File: src/rtl/btn_led_arbiter_pkg.sv
`default_nettype none
// ============================================================================
// Module      : btn_led_arbiter_pkg
// Description : Shared types and constants for the pushbutton LED arbiter.
//               Holds the arbiter state encoding, the requester count and the
//               round-robin winner search used by the arbiter FSM.
// Revision    : 1.0 - initial release
// ============================================================================
package btn_led_arbiter_pkg;

    localparam int NUM_REQ = 4;
    localparam int REQ_W   = $clog2(NUM_REQ);

    typedef enum logic [1:0] {
        ST_IDLE = 2'd0,
        ST_HOLD = 2'd1,
        ST_GAP  = 2'd2
    } state_t;

    // First set request found when scanning upward from last+1, wrapping.
    // The last granted requester therefore has the lowest priority.
    // Returns 'last' when nothing is requested; callers gate on |req.
    function automatic logic [REQ_W-1:0] rr_pick(
        input logic [NUM_REQ-1:0] req,
        input logic [REQ_W-1:0]   last
    );
        logic [REQ_W-1:0] pick;
        logic [REQ_W-1:0] idx;
        logic             found;
        pick  = last;
        found = 1'b0;
        for (int k = 1; k <= NUM_REQ; k++) begin
            idx = REQ_W'((int'(last) + k) % NUM_REQ);
            if (!found && req[idx]) begin
                pick  = idx;
                found = 1'b1;
            end
        end
        return pick;
    endfunction

endpackage : btn_led_arbiter_pkg
`default_nettype wire

File: src/rtl/btn_debounce.sv
`default_nettype none
// ============================================================================
// Module      : btn_debounce
// Description : One active-low pushbutton: 2-flop synchronizer, debounce
//               counter and a one-cycle press pulse on a debounced 1->0 edge.
// Ports       : clk      - system clock
//               rst_n    - asynchronous active-low reset
//               btn_i    - raw asynchronous button (0 = pressed)
//               press_o  - registered one-cycle pulse per accepted press
// Revision    : 1.0 - initial release
// ============================================================================
module btn_debounce #(
    parameter int DB_CYCLES = 500000
) (
    input  logic clk,
    input  logic rst_n,
    input  logic btn_i,
    output logic press_o
);

    localparam int               CNT_W    = (DB_CYCLES > 1) ? $clog2(DB_CYCLES) : 1;
    localparam logic [CNT_W-1:0] CNT_LAST = CNT_W'(DB_CYCLES - 1);

    logic             sync1_q;
    logic             sync2_q;
    logic             stable_q;
    logic             press_q;
    logic [CNT_W-1:0] cnt_q;

    // Everything resets to "released" so reset release never looks like a press.
    always_ff @(posedge clk or negedge rst_n) begin
        if (!rst_n) begin
            sync1_q  <= 1'b1;
            sync2_q  <= 1'b1;
            stable_q <= 1'b1;
            press_q  <= 1'b0;
            cnt_q    <= '0;
        end else begin
            sync1_q <= btn_i;
            sync2_q <= sync1_q;
            press_q <= 1'b0;
            if (sync2_q == stable_q) begin
                cnt_q <= '0;
            end else if (cnt_q == CNT_LAST) begin
                // DB_CYCLES disagreeing samples in a row: accept the new level.
                // Only the released->pressed direction produces an event.
                stable_q <= sync2_q;
                cnt_q    <= '0;
                press_q  <= stable_q;
            end else begin
                cnt_q <= cnt_q + 1'b1;
            end
        end
    end

    assign press_o = press_q;

endmodule : btn_debounce
`default_nettype wire

File: src/rtl/btn_led_arbiter.sv
`default_nettype none
// ============================================================================
// Module      : btn_led_arbiter
// Description : Four debounced pushbuttons share one LED display. Presses
//               latch into pending flags; a round-robin FSM grants one
//               requester at a time for a fixed hold period, followed by a
//               dark gap before the next grant.
// Ports       : clk        - system clock (rising edge)
//               rst_n      - asynchronous active-low reset
//               btn_i      - raw active-low buttons, one per requester
//               led_o      - one-hot display, lit for the owner during HOLD
//               owner_o    - current or last granted requester
//               busy_o     - high in HOLD or GAP
//               pending_o  - latched requests awaiting service
// Revision    : 1.0 - initial release
// ============================================================================
module btn_led_arbiter
    import btn_led_arbiter_pkg::*;
#(
    parameter int DB_CYCLES   = 500000,
    parameter int HOLD_CYCLES = 25000000,
    parameter int GAP_CYCLES  = 5000000
) (
    input  logic               clk,
    input  logic               rst_n,
    input  logic [NUM_REQ-1:0] btn_i,
    output logic [NUM_REQ-1:0] led_o,
    output logic [REQ_W-1:0]   owner_o,
    output logic               busy_o,
    output logic [NUM_REQ-1:0] pending_o
);

    localparam int                 TMAX      = (HOLD_CYCLES > GAP_CYCLES) ? HOLD_CYCLES : GAP_CYCLES;
    localparam int                 CNT_W     = (TMAX > 1) ? $clog2(TMAX) : 1;
    localparam logic [CNT_W-1:0]   HOLD_LOAD = CNT_W'(HOLD_CYCLES - 1);
    localparam logic [CNT_W-1:0]   GAP_LOAD  = CNT_W'(GAP_CYCLES - 1);
    localparam logic [NUM_REQ-1:0] ONE_HOT0  = NUM_REQ'(1);

    logic [NUM_REQ-1:0] press;

    generate
        for (genvar i = 0; i < NUM_REQ; i++) begin : g_req
            btn_debounce #(
                .DB_CYCLES (DB_CYCLES)
            ) u_debounce (
                .clk     (clk),
                .rst_n   (rst_n),
                .btn_i   (btn_i[i]),
                .press_o (press[i])
            );
        end
    endgenerate

    state_t             state_q,   state_d;
    logic [CNT_W-1:0]   cnt_q,     cnt_d;
    logic [REQ_W-1:0]   owner_q,   owner_d;
    logic [NUM_REQ-1:0] pend_q,    pend_d;
    logic [NUM_REQ-1:0] led_q;
    logic               busy_q;
    logic [REQ_W-1:0]   winner;

    // The timer counts down from (length-1) and is reloaded on each state
    // entry, so it never wraps.
    always_comb begin
        state_d = state_q;
        cnt_d   = cnt_q;
        owner_d = owner_q;
        pend_d  = pend_q | press;
        winner  = rr_pick(pend_q, owner_q);
        unique case (state_q)
            ST_IDLE: begin
                if (|pend_q) begin
                    state_d        = ST_HOLD;
                    cnt_d          = HOLD_LOAD;
                    owner_d        = winner;
                    // A coincident press of the winner is absorbed by the grant.
                    pend_d[winner] = 1'b0;
                end
            end
            ST_HOLD: begin
                if (press[owner_q] || (cnt_q == '0)) begin
                    // A repeat press by the owner cuts the hold short and is
                    // not re-queued; the owner's flag is already clear otherwise.
                    state_d         = ST_GAP;
                    cnt_d           = GAP_LOAD;
                    pend_d[owner_q] = 1'b0;
                end else begin
                    cnt_d = cnt_q - 1'b1;
                end
            end
            ST_GAP: begin
                if (cnt_q == '0) begin
                    state_d = ST_IDLE;
                    cnt_d   = '0;
                end else begin
                    cnt_d = cnt_q - 1'b1;
                end
            end
            default: begin
                state_d = ST_IDLE;
                cnt_d   = '0;
            end
        endcase
    end

    always_ff @(posedge clk or negedge rst_n) begin
        if (!rst_n) begin
            state_q <= ST_IDLE;
            cnt_q   <= '0;
            owner_q <= REQ_W'(NUM_REQ - 1);   // requester 0 searched first
            pend_q  <= '0;
            led_q   <= '0;
            busy_q  <= 1'b0;
        end else begin
            state_q <= state_d;
            cnt_q   <= cnt_d;
            owner_q <= owner_d;
            pend_q  <= pend_d;
            led_q   <= (state_d == ST_HOLD) ? (ONE_HOT0 << owner_d) : '0;
            busy_q  <= (state_d != ST_IDLE);
        end
    end

    assign led_o     = led_q;
    assign owner_o   = owner_q;
    assign busy_o    = busy_q;
    assign pending_o = pend_q;

endmodule : btn_led_arbiter
`default_nettype wire

File: config.mk
export PLATFORM = sky130hd
export DESIGN_NAME = btn_led_arbiter
export DESIGN_NICKNAME = d
export VERILOG_FILES = /design/src/rtl/btn_led_arbiter_pkg.sv /design/src/rtl/btn_debounce.sv /design/src/rtl/btn_led_arbiter.sv
export SDC_FILE = /design/constraint.sdc
export NUM_CORES = 1
export LEC_CHECK = 0
export ABC_AREA = 1
export CORE_MARGIN = 2
export CORE_UTILIZATION = 45
export DETAILED_ROUTE_END_ITERATION = 12
export GPL_ROUTABILITY_DRIVEN = 1
export PLACE_DENSITY = 0.64
export RECOVER_POWER = 100
export SYNTH_ARGS = -nofsm -noshare
export SYNTH_HDL_FRONTEND = slang
export SYNTH_SLANG_ARGS = --single-unit
export TNS_END_PERCENT = 1
File: constraint.sdc
create_clock -name clk -period 2.55 [get_ports clk]
set_clock_uncertainty 0.05 [all_clocks]
set_input_delay 0.6375 -clock clk [delete_from_list [all_inputs] [get_ports clk]]
set_output_delay 0.6375 -clock clk [all_outputs]
set_load 0.005 [all_outputs]
### Word level (Yosys, flattened, before mapping)

Index checks and enable logic that the tools add are counted.

* bits of input ports: 6
* word-level logic and storage cells: 133
* bits in registers: 130

* shifts and indexed selects: 1
* bitwise logic cells: 9
* reduce and logical (&&, ||, !) cells: 17
* $add $sub $neg: 9
* equal/unequal tests: 12
* muxes and demuxes: 51
* $lt $le $gt $ge: 8

Operator list (number)
* $mux W19: 8
* $add A19 B1 Y19 const B: 4
* $eq A19 B19 Y1 const B: 4
* $mux W25: 3
* $pmux W25 S3: 1
* $logic_not A25 Y1: 1
* $sub A25 B1 Y25 const B: 1
* $lt A2 B3 Y1 const B: 6
* $mux W1: 18
* $mux W2: 9
* $mux W4: 3
* $bmux W1 S2: 5
* $and A4 B4 Y4: 2
* $not A4 Y4: 2
* $pmux W4 S2: 1
* $reduce_and A2 Y1: 4
* $pmux W2 S3: 1
* $logic_and A1 B1 Y1: 5
* $add A2 B1 Y2 const B: 2
* $add A2 B2 Y2 const B: 2
* $demux W1 S2: 2
* $eq A1 B1 Y1: 4
* $eq A2 B1 Y1 const B: 2
* $ge A2 B1 Y1 const B: 2
* other kinds (10): 15

### Depth between registers and ports, before layout

Gate-level depths: netlist of the first run.

* depth in word-level cells: 21
* mapped depth: 14
* depth with buffers taken out: 13

### Hierarchy

A second synthesis of the first run with hierarchy kept.

* cells, all modules: 946
* area, all modules: 7574.8 sq um

By module, submodules not included
* btn_debounce at g_req[0].u_debounce ...: area an instance 1221.2 sq um, instances 3, cells an instance 150
* btn_led_arbiter: area an instance 2673.8 sq um, instances 1, cells an instance 347
* btn_debounce at g_req[2].u_debounce: area an instance 1237.4 sq um, instances 1, cells an instance 149

### Worst setup path after synthesis of the first run

Ideal clock, no wire load.

* path kind: register to register
* start: register owner_q[0] (netlist: owner_o[0])
* end: register led_q[0] (netlist: led_o[0])
* setup slack: 598 ps
* setup time: 72 ps
* arrival: 1830 ps
* stages on the path, launching flop included: 15
* path buffers: 1
* required time: 2428 ps
* cells stage by stage: dfstp_2 > buf_6 > inv_6 > ha_1 > inv_1 > nand3_2 > nand2_1 > inv_2 > nand3_2 > nand3_2 > nand2_2 > nand2_1 > nand2_2 > inv_2 > nor2_1

* longest elaborated chain between the ends: 17
* elaborated cells between the ends (all ways): 35

RTL lines
* start: declaration: RTL line btn_led_arbiter.sv:56 `logic [REQ_W-1:0] owner_q, owner_d;`
* start signal: assignment: RTL line btn_led_arbiter.sv:110 `owner_q <= REQ_W'(NUM_REQ - 1);`
* start signal: assignment: RTL line btn_led_arbiter.sv:117 `owner_q <= owner_d;`
* $add A2 B1 Y2: RTL line btn_led_arbiter_pkg.sv:33 `idx = REQ_W'((int'(last) + k) % NUM_REQ);`
* $bmux W1 S2: RTL line btn_led_arbiter_pkg.sv:34 `if (!found && req[idx]) begin`
* $mux W1 (implied by the code): RTL line btn_led_arbiter_pkg.sv:34
* $mux W1: RTL line btn_led_arbiter_pkg.sv:34
* $logic_not A1 Y1: RTL line btn_led_arbiter_pkg.sv:34
* $logic_and A1 B1 Y1: RTL line btn_led_arbiter_pkg.sv:34
* $mux W1: RTL line btn_led_arbiter_pkg.sv:34
* $logic_not A1 Y1: RTL line btn_led_arbiter_pkg.sv:34
* [... 2 more ...]
* $logic_not A1 Y1: RTL line btn_led_arbiter_pkg.sv:34
* $logic_and A1 B1 Y1: RTL line btn_led_arbiter_pkg.sv:34
* $mux W2 (*): RTL line btn_led_arbiter_pkg.sv:34
* $mux W2 (*): RTL line btn_led_arbiter.sv:72 `if (|pend_q) begin`
* $mux W2 (*): RTL line btn_led_arbiter.sv:70 `unique case (state_q)`
* net owner_d[1]: RTL line btn_led_arbiter.sv:56
* $shl A1 B2 Y4 (*): RTL line btn_led_arbiter.sv:119 `led_q <= (state_d == ST_HOLD) ? (ONE_HOT0 << owner_d) : '0;`
* $mux W4 (*): RTL line btn_led_arbiter.sv:119
* end signal: assignment: RTL line btn_led_arbiter.sv:119
* end: declaration: RTL line btn_led_arbiter.sv:58 `logic [NUM_REQ-1:0] led_q;`

The timed path passes the listed nets; every way through them passes the cells marked *. The select of a mux whose other input is x is not followed.
A chain may end at the register's enable or synchronous reset.

### Worst setup path in the final report of the first run

* start: register owner_q[0] (netlist: owner_o[0])
* end: output port owner_o[0]

RTL lines
* end: declaration: RTL line btn_led_arbiter.sv:28 `output logic [REQ_W-1:0] owner_o,`

No word-level cell between the ends.

==> results.sh, run 1 <==
export IMPL_status="finished clean"
export IMPL_irDropWorstVdd_mv=0.452
export IMPL_postCtsSetupBuffers=0
export IMPL_combPwrFrac_pct=2.3
export IMPL_start_util_pct=46.0
export IMPL_postSynthNetCount=946
export IMPL_htreeDepth=4
export IMPL_hold_viol=0
export IMPL_rr_worst_depth=13
export IMPL_dieArea_mm2=0.0173
export IMPL_synth_top_area_share_pct=39.7
export IMPL_layout_common_cells="204 x nand2_1, 153 x nor2_1, 116 x dfrtp_1"
export IMPL_worst_pin_slew_ns=1.07
export IMPL_num_vias=6093
export IMPL_switching_share_pct=22.3
export IMPL_cts_made_buffers=17
export IMPL_crit_path_top_delay_cell="dfstp_2"
export IMPL_gp_congestion=0.879
export IMPL_syn_area_mm2=0.00731
export IMPL_clk_path_buf_depth=2
export IMPL_setup_tns_ns=0
export IMPL_grt_remaining_overflow=0
export IMPL_routedWlPerCell_um=13.0
export IMPL_syn_area_per_cell_um2=7.85
export IMPL_hold_ws_ns=0.309
export IMPL_cp_depth=1
export IMPL_area_delta_synth_final_pct=12.2
export IMPL_drtIter0Drc=513
export IMPL_cts_resized=0
export IMPL_cap_viol_max_count=0
export IMPL_cp_start_kind="register"
export IMPL_clkTransAtPathRegs_ns=0.06
export IMPL_hold_buffers=0
export IMPL_clock_sinks=130
export IMPL_rsz0062_at_grt="false"
export IMPL_r2r_slack_ns=0.25
export IMPL_leakagePower_nw=3.73
export IMPL_cp_num_buf_inv=1
export IMPL_grtUsageTotal_pct=19.3
export IMPL_grt_first_pass_wirelength_um=27400
export IMPL_worstHoldPathType="register to register"
export IMPL_seqPwrFrac_pct=46.5
export IMPL_dpl_hpwl_um=11400
export IMPL_critPathKind="register to output port"
export IMPL_worstReg2RegEnd="led_o[1]"
export IMPL_io_pins=17
export IMPL_cts_root_buffer="clkbuf_16"
export IMPL_port_buffers=16
export IMPL_die_w_um=131
export IMPL_seq_area_frac_synth_pct=44.8
export IMPL_drcViolationCount=0
export IMPL_crit_fanout=13
export IMPL_ant_nets=0
export IMPL_crit_path_cell_trace="clkdlybuf4s50_1"
export IMPL_setup_viol=0
export IMPL_drive_gt1_share_pct=9.09
export IMPL_endpoint_kind="output port"
export IMPL_slew_headroom_pct=28.7
export IMPL_r2r_start="owner_o[0]"
export IMPL_diodes=0
export IMPL_grt_pass1_vias=5824
export IMPL_slowest_delay_ns=0.71
export IMPL_arrival_ns=1.75
export IMPL_power_density_mw_per_mm2=554
export IMPL_synth_top_cell_by_area="dfrtp_1"
export IMPL_path_delay_family="flip-flops"
export IMPL_yosys_warnings=0
export IMPL_dp_slack_ns=0.419
export IMPL_clk_latency_ns=0.42
export IMPL_p_switching_mw=1.01
export IMPL_startpoint="owner_o[0]"
export IMPL_min_period_ns=2.44
export IMPL_antenna_found_initial=0
export IMPL_internal_power_mw=3.53
export IMPL_final_common_cell="nand2_1"
export IMPL_grt_max_degree=45
export IMPL_core_area_mm2=0.0159
export IMPL_drt_pass1_iter_count=5
export IMPL_die_y_um=131
export IMPL_pwr_share_clk_pct=51.3
export IMPL_vias_per_cell=5.10
export IMPL_cts_tree="built"
export IMPL_synth_cell_types=41
export IMPL_std_cell_rows=46
export IMPL_fin_crit_sh_pct=95.6
export IMPL_routed_wirelength_um=15500
export IMPL_fin_nets=981
export IMPL_fmax_ghz=0.410
export IMPL_synthTopCellsByArea="dfrtp_1 40%, nand2_1 10%, nor2_1 7.6%"
export IMPL_crit_end="owner_o[0]"
export IMPL_ys_ff_latch=130
export IMPL_worst_slack_ns=0.112
export IMPL_netlist_instances=931
export IMPL_slew_violations=0
export IMPL_critPathRequiredTime_ns=1.86
==> power groups by stage <==
stage                     Combinational, mW  Clock [mW]  Sequential, mW
after floorplan                      0.0440           0            2.14
after global placement                0.116           0            2.15
after detailed placement              0.117           0            2.15
after CTS                             0.117        2.39            2.11
after global routing                  0.126        2.50            2.11
final                                 0.103        2.33            2.11
==> cell families (layout without fill, tap and decap cells) <==
group                      Yosys count  in the layout  synth area share [%]
and+or+nand+nor                    554            554                  35.4
DFF                                130            130                  44.8
adders and majority gates            9              9                  1.54
muxes                                4              4                 0.548
buffers and inverters              121            169                  6.64
xor gates and xnor gates            50             50                  5.99
AOI/OAI and AO/OA                   63             63                  5.10
==> routing by layer <==
layer | track usage [%] | vias up | wire length (um)
met5 | 0 | - | 0
met3 | 4.32 | 26 | 631
li1 | - | 3112 | -
met4 | 7.85 | 0 | 354
met1 | 26.4 | 2840 | 7470
met2 | 29.8 | 115 | 7070
==> area by class of cell <==
type                       count  area, um2
sequential                   130       3270
tap                          216        270
fill                        1544       7680
clock inverter                12        108
clock buffer                  20        467
timing repair buffer          22        183
inverter                     115        437
multi-input combinational    680       3470
==> metrics by stage <==
stage          utilization (%)  instances  power [mW]  cell area [um2]
2_1_floorplan                -        931        2.19             7310
3_3_place_gp              48.8       1163        2.26             7750
3_5_place_dp              48.8       1163        2.27             7750
4_1_cts                   52.4       1195        4.62             8320
5_1_grt                   51.6       1195        4.74             8200
6_report                  51.6       1195        4.54             8200
==> Yosys cell counts <==
| master | instances |
|---|---|
| a211oi_1 | 2 |
| a21oi_1 | 21 |
| a21oi_2 | 1 |
| a311oi_1 | 1 |
| a31o_2 | 7 |
| a31oi_1 | 1 |
| and2_1 | 1 |
| and3b_1 | 1 |
| buf_4 | 1 |
| buf_6 | 3 |
| clkbuf_1 | 2 |
| clkinv_1 | 2 |
| dfrtp_1 | 116 |
| dfstp_2 | 14 |
| ha_1 | 9 |
| inv_1 | 102 |
| inv_2 | 10 |
| inv_6 | 1 |
| mux2i_1 | 4 |
| nand2_1 | 200 |
| nand2_2 | 12 |
| nand3_1 | 53 |
| nand3_2 | 6 |
| nand3b_1 | 5 |
| nand4_1 | 47 |
| nor2_1 | 147 |
| nor2_2 | 8 |
| nor2_4 | 5 |
| nor3_1 | 35 |
| nor3_2 | 1 |
| nor3_4 | 2 |
| nor3b_1 | 14 |
| nor4_1 | 9 |
| nor4b_1 | 1 |
| o21ai_0 | 21 |
| o21ai_1 | 4 |
| o21ai_2 | 4 |
| o31ai_1 | 1 |
| or2_2 | 7 |
| xnor2_1 | 4 |
| xor2_1 | 46 |
==> state kept, by name (all words and copies together) (netlist names), 4 cells and up <==
register and count:
cnt_q 25, g_req.u_debounce.cnt_q 76, g_req.u_debounce.press_o 4, g_req.u_debounce.stable_q 4, g_req.u_debounce.sync1_q 4, g_req.u_debounce.sync2_q 4, led_o 4, pending_o 4
==> worst min path at each step <==
stage / startpoint / endpoint / slack (ns) / cells past startpoint
final: g_req[1].u_debounce.sync1_q / g_req[1].u_debounce.sync2_q / 0.31 / 0
after global routing: g_req[1].u_debounce.sync1_q / g_req[1].u_debounce.sync2_q / 0.31 / 0
after CTS: rst_n / g_req[0].u_debounce.cnt_q[7] / 0.09 / 1
after detailed placement: g_req[1].u_debounce.sync1_q / g_req[1].u_debounce.sync2_q / 0.30 / 0
after global placement: g_req[2].u_debounce.sync1_q / g_req[2].u_debounce.sync2_q / 0.30 / 0
after floorplan: rst_n / busy_o / 0.29 / 0
No activity file was read; power rests on OpenSTA's default activity.
==> run 2, diff against run 1 <==
Settings changed: CORE_MARGIN 2 to not set.
==> run 2 against run 1 <==
Effect of this change: routed wire length up 3.1%; hold slack worse by 0.0033 ns; setup slack better by 0.013 ns; clock power up 3%; final area up 0.55%; sequential power about the same; sequential cell count unchanged; final cell count down 0.25%; critical path depth unchanged; die area down 3.0%; non-clock buffer count down 3; critical endpoint unchanged; highest routed layer unchanged; sequential share of layout area down 0.22 points.
==> results.sh, run 2 (synthesized netlist as in run 1, its figures left out) <==
export IMPL_postCtsSetupBuffers=0
export IMPL_critPathKind="register to output port"
export IMPL_fin_crit_sh_pct=95.1
export IMPL_core_area_mm2=0.0159
export IMPL_ant_nets=0
export IMPL_antenna_found_initial=0
export IMPL_slew_headroom_pct=18.1
export IMPL_power_density_mw_per_mm2=560
export IMPL_die_y_um=129
export IMPL_clkTransAtPathRegs_ns=0.06
export IMPL_final_common_cell="nand2_1"
export IMPL_gp_congestion=0.894
export IMPL_layout_common_cells="205 x nand2_1, 152 x nor2_1, 116 x dfrtp_1"
export IMPL_grtUsageTotal_pct=21.1
export IMPL_setup_viol=0
export IMPL_cts_resized=0
export IMPL_grt_remaining_overflow=0
export IMPL_status="finished clean"
export IMPL_io_pins=17
export IMPL_critPathRequiredTime_ns=1.86
export IMPL_fill_cells=1516
export IMPL_drive_gt1_share_pct=9.73
export IMPL_r2r_slack_ns=0.26
export IMPL_rsz0062_at_grt="false"
export IMPL_cts_made_buffers=17
export IMPL_combPwrFrac_pct=2.3
export IMPL_switching_share_pct=22.1
export IMPL_top_register="g_req.u_debounce.cnt_q"
export IMPL_die_w_um=129
export IMPL_fin_nets=978
export IMPL_htreeDepth=4
export IMPL_cts_tree="built"
export IMPL_port_buffers=16
export IMPL_clock_sinks=130
export IMPL_internal_power_mw=3.60
export IMPL_diodes=0
export IMPL_cp_start_kind="register"
export IMPL_dpl_hpwl_um=11400
export IMPL_fmax_ghz=0.412
export IMPL_drtIter0Drc=435
export IMPL_hold_viol=0
export IMPL_endpoint_kind="output port"
export IMPL_std_cell_rows=46
export IMPL_min_period_ns=2.42
export IMPL_leakagePower_nw=3.75
export IMPL_crit_path_cell_trace="clkdlybuf4s50_1"
export IMPL_reg_top3="g_req.u_debounce.cnt_q: 76 flops, cnt_q: 25 flops"
export IMPL_clk_path_buf_depth=2
export IMPL_worstHoldPathType="register to register"
export IMPL_pwr_share_clk_pct=52.0
export IMPL_dieArea_mm2=0.0168
export IMPL_routedWlPerCell_um=13.4
export IMPL_cap_viol_max_count=0
export IMPL_seqPwrFrac_pct=45.7
export IMPL_setup_tns_ns=0
export IMPL_grt_first_pass_wirelength_um=27800
export IMPL_cts_root_buffer="clkbuf_16"
export IMPL_largest_reg_flops=76
export IMPL_crit_fanout=13
export IMPL_path_delay_family="flip-flops"
export IMPL_irDropWorstVdd_mv=0.504
export IMPL_routed_wirelength_um=16000
export IMPL_ff_latch_area_mm2=0.00327
export IMPL_clk_latency_ns=0.42
export IMPL_p_switching_mw=1.02
export IMPL_area_delta_synth_final_pct=12.9
export IMPL_arrival_ns=1.74
export IMPL_fin_cells=1192
export IMPL_dp_cells=1160
export IMPL_worst_pin_slew_ns=1.23
export IMPL_start_util_pct=46.0
export IMPL_grt_pass1_vias=5892
export IMPL_crit_path_top_delay_cell="dfstp_2"
export IMPL_grt_max_degree=48
export IMPL_cp_num_buf_inv=1
export IMPL_drcViolationCount=0
export IMPL_slew_violations=0
export IMPL_hold_buffers=0
export IMPL_slowest_delay_ns=0.70
export IMPL_multiInputGateArea_mm2=0.00349
export IMPL_vias_per_cell=5.08
export IMPL_num_vias=6058
export IMPL_drt_pass1_iter_count=5
run 2: changes by cell type in the layout (fill, tap and decap cells not counted), sizes merged:
cell and change:
buf +2, clkinvlp +4, clkdlybuf4s50 -1, clkbuf -6
inv -1, bufinv +1, dlygate4sd3 +1, clkinv -3
run 2: final timing paths:
check	start	endpoint	cells after the start
worst max-delay path	owner_o[0]	owner_o[0]	1
worst min-delay path	g_req[1].u_debounce.sync1_q	g_req[1].u_debounce.sync2_q	0
worst max register to register	owner_o[0]	led_o[0]	13
worst min register to register	g_req[1].u_debounce.sync1_q	g_req[1].u_debounce.sync2_q	0
max in group asynchronous	rst_n	g_req[2].u_debounce.cnt_q[17]	2
min in group asynchronous	rst_n	g_req[0].u_debounce.cnt_q[15]	1
run 2: per-layer routing:
layer  wire length, um  vias up  global-route usage (%)
met5                 0        -                       0
met4               288        0                    7.52
met3               716       21                    4.95
met2              7190      113                    32.8
met1              7800     2827                    29.0
li1                  -     3097                       -
run 2: final cells by class:
class,instances,share of cell area [%]
clock buffer,19,5.49
multi-input combinational,680,42.3
sequential,130,39.7
inverter,115,5.30
tap,216,3.28
clock inverter,13,1.65
timing repair buffer,19,2.28
run 2: through the flow:
step           instance area, um2  power [mW]  worst slack (ns)  util, %  hold WS [ns]
2_1_floorplan                7310        2.19             0.598        -         0.292
3_3_place_gp                 7740        2.26             0.485     48.7         0.296
3_5_place_dp                 7740        2.26             0.412     48.7         0.297
4_1_cts                      8330        4.69             0.119     52.4         0.119
5_1_grt                      8250        4.79            0.0364     51.9         0.314
6_report                     8250        4.62             0.125     51.9         0.306
run 2: power groups by stage:
stage                     clock, mW  combinational [mW]  sequential [mW]
after floorplan                   0              0.0440             2.14
after global routing           2.55               0.126             2.11
after global placement            0               0.114             2.15
final                          2.40               0.105             2.11
after detailed placement          0               0.115             2.15
after CTS                      2.46               0.117             2.11
